==> config.mk <==
export PLATFORM = sky130hd
export DESIGN_NAME = ss_seq_engine
export DESIGN_NICKNAME = d
export VERILOG_FILES = /design/src/rtl/ss_seq_engine_pkg.sv /design/src/rtl/ss_seq_engine_m2_edge_sync.sv /design/src/rtl/ss_seq_engine.sv
export SDC_FILE = /design/constraint.sdc
export NUM_CORES = 1
export LEC_CHECK = 0
export BUFFER_PORTS_ARGS = -buffer_cell sky130_fd_sc_hd__buf_4
export CAP_MARGIN = 30
export CORE_ASPECT_RATIO = 1.75
export CORE_MARGIN = 2
export CORE_UTILIZATION = 52
export DETAILED_ROUTE_END_ITERATION = 7
export HOLD_SLACK_MARGIN = 0.03
export PLACE_DENSITY = 0.78
export SLEW_MARGIN = 20
export SYNTH_ARGS = -nofsm -noshare
export SYNTH_HDL_FRONTEND = slang
export SYNTH_HIERARCHICAL = 1
export SYNTH_SLANG_ARGS = --single-unit
==> constraint.sdc <==
create_clock -name clk -period 2.7 [get_ports clk]
set_input_delay 0.135 -clock clk [delete_from_list [all_inputs] [get_ports clk]]
set_output_delay 0.135 -clock clk [all_outputs]
set_load 0.02 [all_outputs]
==> src/rtl/ss_seq_engine_pkg.sv <==
// Shared definitions for the mapper save-state initiator: FSM encoding, bank codes and
// default image geometry.
`timescale 1ns/1ps
package ss_seq_engine_pkg;

    typedef enum logic [3:0] {
        StIdle,
        StSetup,
        StRdWait,
        StMemWr,
        StMemRd,
        StM2Wait,
        StM2Hold,
        StNext,
        StDone
    } ss_state_e;

    localparam logic [7:0] SS_BANK_REG  = 8'd0;
    localparam logic [7:0] SS_BANK_XRAM = 8'd1;

    localparam int unsigned SS_REG_LEN    = 128;
    localparam int unsigned SS_XRAM_LEN   = 1024;
    localparam int unsigned SS_RD_LAT     = 2;
    localparam int unsigned SS_M2_TIMEOUT = 255;
    localparam int unsigned SS_RO_IDX     = 127;

    // Strobe-on cycles before an m2 fall is trusted: a pulse seen earlier may come from an
    // edge that happened before the strobe rose (synchroniser + edge register lag).
    localparam int unsigned SS_M2_ARM = 3;

    function automatic logic [10:0] ss_mem_addr(input logic bank, input logic [9:0] addr);
        return {bank, addr};
    endfunction

endpackage

==> src/rtl/ss_seq_engine_m2_edge_sync.sv <==
// Brings the asynchronous CPU m2 clock into the clk domain and flags its falling edges
// with a one-cycle pulse.
`timescale 1ns/1ps
module m2_edge_sync (
    input  logic clk_i,
    input  logic rst_i,
    input  logic m2_i,
    output logic m2_fall_o
);

    logic [1:0] sync_q;
    logic       prev_q;

    always_ff @(posedge clk_i) begin
        if (rst_i) begin
            sync_q <= 2'b00;
            prev_q <= 1'b0;
        end else begin
            sync_q <= {sync_q[0], m2_i};
            prev_q <= sync_q[1];
        end
    end

    assign m2_fall_o = prev_q & ~sync_q[1];

endmodule

==> src/rtl/ss_seq_engine.sv <==
// Save-state initiator: walks the mapper register page and ExRAM, copying bytes to the
// external state buffer on save and writing them back into the mapper on restore.
`timescale 1ns/1ps
module ss_seq_engine
    import ss_seq_engine_pkg::*;
#(
    parameter int unsigned REG_LEN    = SS_REG_LEN,
    parameter int unsigned XRAM_LEN   = SS_XRAM_LEN,
    parameter int unsigned RD_LAT     = SS_RD_LAT,
    parameter int unsigned M2_TIMEOUT = SS_M2_TIMEOUT,
    parameter int unsigned RO_IDX     = SS_RO_IDX
) (
    input  logic        clk,
    input  logic        map_rst,
    input  logic        start,
    input  logic        dir,
    output logic        busy,
    output logic        done,
    output logic        err,
    input  logic        m2,
    output logic        ss_act,
    output logic [7:0]  ss_bank1KB,
    output logic [9:0]  ss_addr,
    output logic        ss_we,
    output logic        ss_wr_req,
    output logic [7:0]  ss_wdat,
    input  logic [7:0]  ss_rdat,
    output logic        mem_req,
    output logic        mem_we,
    output logic [10:0] mem_addr,
    output logic [7:0]  mem_wdat,
    input  logic [7:0]  mem_rdat,
    input  logic        mem_ack
);

    localparam int unsigned CntMax = (M2_TIMEOUT > RD_LAT) ? M2_TIMEOUT : RD_LAT;
    localparam int unsigned CntW   = $clog2(CntMax + 1);

    ss_state_e       state_q, state_d;
    logic            dir_q, dir_d;
    logic            err_q, err_d;
    logic            bank_q, bank_d;
    logic [9:0]      addr_q, addr_d;
    logic [CntW-1:0] cnt_q, cnt_d;
    logic [7:0]      wdat_q, wdat_d;
    logic [7:0]      mem_wdat_q, mem_wdat_d;

    logic            m2_fall;
    logic            strobe;
    logic [9:0]      page_last;

    m2_edge_sync u_m2_sync (
        .clk_i     (clk),
        .rst_i     (map_rst),
        .m2_i      (m2),
        .m2_fall_o (m2_fall)
    );

    always_ff @(posedge clk) begin
        if (map_rst) begin
            state_q    <= StIdle;
            dir_q      <= 1'b0;
            err_q      <= 1'b0;
            bank_q     <= 1'b0;
            addr_q     <= '0;
            cnt_q      <= '0;
            wdat_q     <= '0;
            mem_wdat_q <= '0;
        end else begin
            state_q    <= state_d;
            dir_q      <= dir_d;
            err_q      <= err_d;
            bank_q     <= bank_d;
            addr_q     <= addr_d;
            cnt_q      <= cnt_d;
            wdat_q     <= wdat_d;
            mem_wdat_q <= mem_wdat_d;
        end
    end

    assign page_last = bank_q ? 10'(XRAM_LEN - 1) : 10'(REG_LEN - 1);

    always_comb begin
        state_d    = state_q;
        dir_d      = dir_q;
        err_d      = err_q;
        bank_d     = bank_q;
        addr_d     = addr_q;
        cnt_d      = cnt_q;
        wdat_d     = wdat_q;
        mem_wdat_d = mem_wdat_q;
        strobe     = 1'b0;
        mem_req    = 1'b0;
        mem_we     = 1'b0;

        unique case (state_q)
            StIdle: begin
                if (start) begin
                    dir_d   = dir;
                    err_d   = 1'b0;
                    bank_d  = 1'b0;
                    addr_d  = '0;
                    state_d = StSetup;
                end
            end
            StSetup: begin
                if (dir_q) begin
                    state_d = StMemRd;
                end else begin
                    cnt_d   = CntW'(RD_LAT);
                    state_d = StRdWait;
                end
            end
            StRdWait: begin
                if (cnt_q == '0) begin
                    mem_wdat_d = ss_rdat;
                    state_d    = StMemWr;
                end else begin
                    cnt_d = cnt_q - 1'b1;
                end
            end
            StMemWr: begin
                mem_req = 1'b1;
                mem_we  = 1'b1;
                if (mem_ack) begin
                    state_d = StNext;
                end
            end
            StMemRd: begin
                mem_req = 1'b1;
                if (mem_ack) begin
                    wdat_d = mem_rdat;
                    if (!bank_q && addr_q == 10'(RO_IDX)) begin
                        state_d = StNext;
                    end else begin
                        cnt_d   = '0;
                        state_d = StM2Wait;
                    end
                end
            end
            StM2Wait: begin
                // First cycle lets ss_wdat settle before the strobe goes up.
                strobe = (cnt_q != '0);
                if (m2_fall && cnt_q >= CntW'(SS_M2_ARM)) begin
                    state_d = StM2Hold;
                end else if (cnt_q == CntW'(M2_TIMEOUT)) begin
                    err_d   = 1'b1;
                    state_d = StDone;
                end else begin
                    cnt_d = cnt_q + 1'b1;
                end
            end
            StM2Hold: begin
                strobe  = 1'b1;
                state_d = StNext;
            end
            StNext: begin
                state_d = StSetup;
                if (addr_q == page_last) begin
                    if (!bank_q) begin
                        bank_d = 1'b1;
                        addr_d = '0;
                    end else begin
                        state_d = StDone;
                    end
                end else begin
                    addr_d = addr_q + 1'b1;
                end
            end
            StDone: begin
                state_d = StIdle;
            end
            default: begin
                state_d = StIdle;
            end
        endcase
    end

    assign busy       = (state_q != StIdle) && (state_q != StDone);
    assign ss_act     = busy;
    assign done       = (state_q == StDone);
    assign err        = err_q;
    assign ss_bank1KB = bank_q ? SS_BANK_XRAM : SS_BANK_REG;
    assign ss_addr    = addr_q;
    assign ss_we      = strobe & ~bank_q;
    assign ss_wr_req  = strobe & bank_q;
    assign ss_wdat    = wdat_q;
    assign mem_addr   = ss_mem_addr(bank_q, addr_q);
    assign mem_wdat   = mem_wdat_q;

endmodule

==> metrics.txt <==
clock share of power=0.163; Hold Vio Cnt, Final=0; DRC=0; share of layout cells above drive strength 1=0.249; initial core utilization=0.535; max-slew violations=0; worst setup path class=flip-flop to flip-flop; post-synthesis register bit count=44; gp weighted congestion=1.02; mapped cell area=2490 µm²; internal power=1.58 mW; pre-CTS WS=0.206 ns; Max IR drop VDD=580 µV; Worst Setup Start Kind=flip-flop; area grow syn2layout=21.2%; minimum hold slack=0.0403 ns; routed len/inst=15.1 µm; core area=4670 µm²; clock-pin transition on the worst setup and hold timing paths=0.09 ns; CTS max path bufs=2; io pins=75; routed vias=2,245; final setup fails=0; combinational power share=0.530; Power Dens Cells=893 nW/µm²; CP Data Arrival Time=2.78 ns; Detailed Route WL=6120 µm; Setup WS post-layout=0.155 ns; IO buf count=67; CTS tree=done; Slew HR=0.436; synth unique cells=47; hpwl dp=4610 µm; Period minus WS final=2.55 ns; final worst path period share=0.943; Post-synth EDFFs=0; Post-synth top flop=dfxtp_1; Routed Antenna Nets=0; die height=95.6 µm; Row Count=33; Starting DRT DRC Count=55; GRT Total Usage=0.236; status=completed; WP data required=2.93 ns; clock tree sinks=44; initial antenna violation count=0; worst-case clock skew=0.0106 ns; via count of the first global-routing pass=2,167; max-cap viol count=0; DRT Pass-1 Iters=4; Worst Tran Pin Value=0.840 ns; hold_buf cts=0; Post-synth ARST share=0; synth warn=6; Skew-Pair Late Insertion Delay=0.31 ns; synthesized area per cell=8.40 µm²; P_leak=1.39 nW; Crit. End Element=flip-flop; die width=56.4 µm; first-pass GRT wire length=9900 µm; die area=5390 µm²; Post-layout nets=383; Final TNS setup=0 ns; peak fanout along the critical path=12; Psw=1.12 mW; Sw Share=0.416; total CTS buffers=5; total congestion overflow=0; CTS H-tree lvls=2; Sequential Power Share=0.308; register area share after synthesis=0.353; FMAX=393 MHz; vias per inst=5.54; largest net degree at the start of global routing=39; CTS root buf=clkbuf_8; Hold/Removal Path Class=input port to flip-flop; Post-Synthesis Cells=297; n_diodes=0
cell families after synthesis:
kind of cell               after synthesis  share of synthesized area
and+or+nand+nor                        127                      0.255
buffers and inverters                   36                     0.0893
muxes                                   21                     0.0843
DFF                                     44                      0.353
other                                    1                    0.00150
xor gates and xnor gates                12                     0.0421
adders and majority gates                9                     0.0481
AOI/OAI and AO/OA                       47                      0.126
timing repair:
item,in CTS,in global routing
endpoints found under the hold margin,0,0
buffers inserted,0,0
resized for setup,0,1
endpoints found under the setup margin,0,1
sequential cells by signal (all words and copies together), names as in the netlist:
| name | cells |
|---|---|
| state_q | 4 |
| u_m2_sync/prev_q | 1 |
| u_m2_sync/sync_q | 2 |
| dir_q | 1 |
| err | 1 |
| ss_wdat | 8 |
| cnt_q | 8 |
| ss_addr | 10 |
| bank_q | 1 |
| mem_wdat | 8 |
per-stage QoR:
step           total power [mW]   util  instance area (µm²)  std cells
2_1_floorplan              1.92      -                 2520        303
3_3_place_gp               2.23  0.627                 2930        397
3_5_place_dp               2.27  0.627                 2930        397
4_1_cts                    2.70  0.647                 3020        405
5_1_grt                    2.87  0.648                 3020        405
6_report                   2.70  0.648                 3020        405
layer usage:
metal,wire [µm],part of all wire,up-vias,GRT usage
li1,-,-,1123,-
met1,2340,0.38,1037,0.248
met2,3330,0.54,69,0.442
met3,260,0.043,16,0.0393
met4,193,0.032,0,0.123
met5,0,0,-,0
power by group through the flow:
stage                     clock network (mW)  registers [mW]  logic (mW)
after global placement                     0           0.841        1.39
after global routing                   0.471           0.843        1.56
after detailed placement                   0           0.845        1.42
final                                  0.439           0.830        1.43
after floorplan                            0           0.879        1.04
after CTS                              0.441           0.830        1.43
worst paths after layout:
check,from,to,slack (ns),depth (start not counted)
setup / recovery,state_q[0],cnt_q[6],0.15,10
hold / removal,m2,u_m2_sync/sync_q[0],0.04,2
setup reg to reg,state_q[0],cnt_q[6],0.15,10
hold reg to reg,u_m2_sync/sync_q[0],u_m2_sync/sync_q[1],0.45,1
placed cells by master (no fill, tap or decap), types with 8 or more instances in the layout:
cell	count
nand3_1	13
mux2i_1	21
dfxtp_1	44
ha_1	8
nand2_1	21
buf_4	73
nand2b_1	9
a21oi_1	17
nor2_1	48
xor2_1	9
layout make-up:
| class | instances | area, µm² |
|---|---|---|
| tap | 52 | 65.1 |
| clock inverter | 1 | 7.51 |
| timing repair buffer | 73 | 548 |
| sequential | 44 | 881 |
| multi-input combinational | 223 | 1420 |
| clock buffer | 7 | 86.3 |
| inverter | 5 | 18.8 |
| fill | 428 | 1640 |
Yosys cell counts, types with 4 or more instances:
library cell	number	share of area
nand2b_1	9	0.023
nor2_1	48	0.072
nor2b_1	7	0.018
buf_2	4	0.0080
a31oi_1	4	0.010
nand3_1	13	0.026
a21oi_1	17	0.034
a211oi_1	4	0.012
nand2_1	21	0.032
dfxtp_1	44	0.35
o21ai_0	5	0.010
xor2_1	9	0.032
a21o_1	4	0.012
nor3_1	5	0.010
mux2i_1	21	0.084
inv_1	4	0.0060
buf_4	20	0.060
clkbuf_1	5	0.0075
nand4_1	7	0.018
ha_1	8	0.040
critical path, stage by stage (launching register included):
cell and delay, ns:
dfxtp_1 0.33, nor2b_1 0.20, and2_1 0.23, inv_2 0.14, fa_1 0.48, a21o_1 0.21
a311o_1 0.35, a21oi_1 0.18, xnor2_1 0.13, nand3_1 0.09, a21oi_1 0.14
Power figures use the tool's default switching activity.
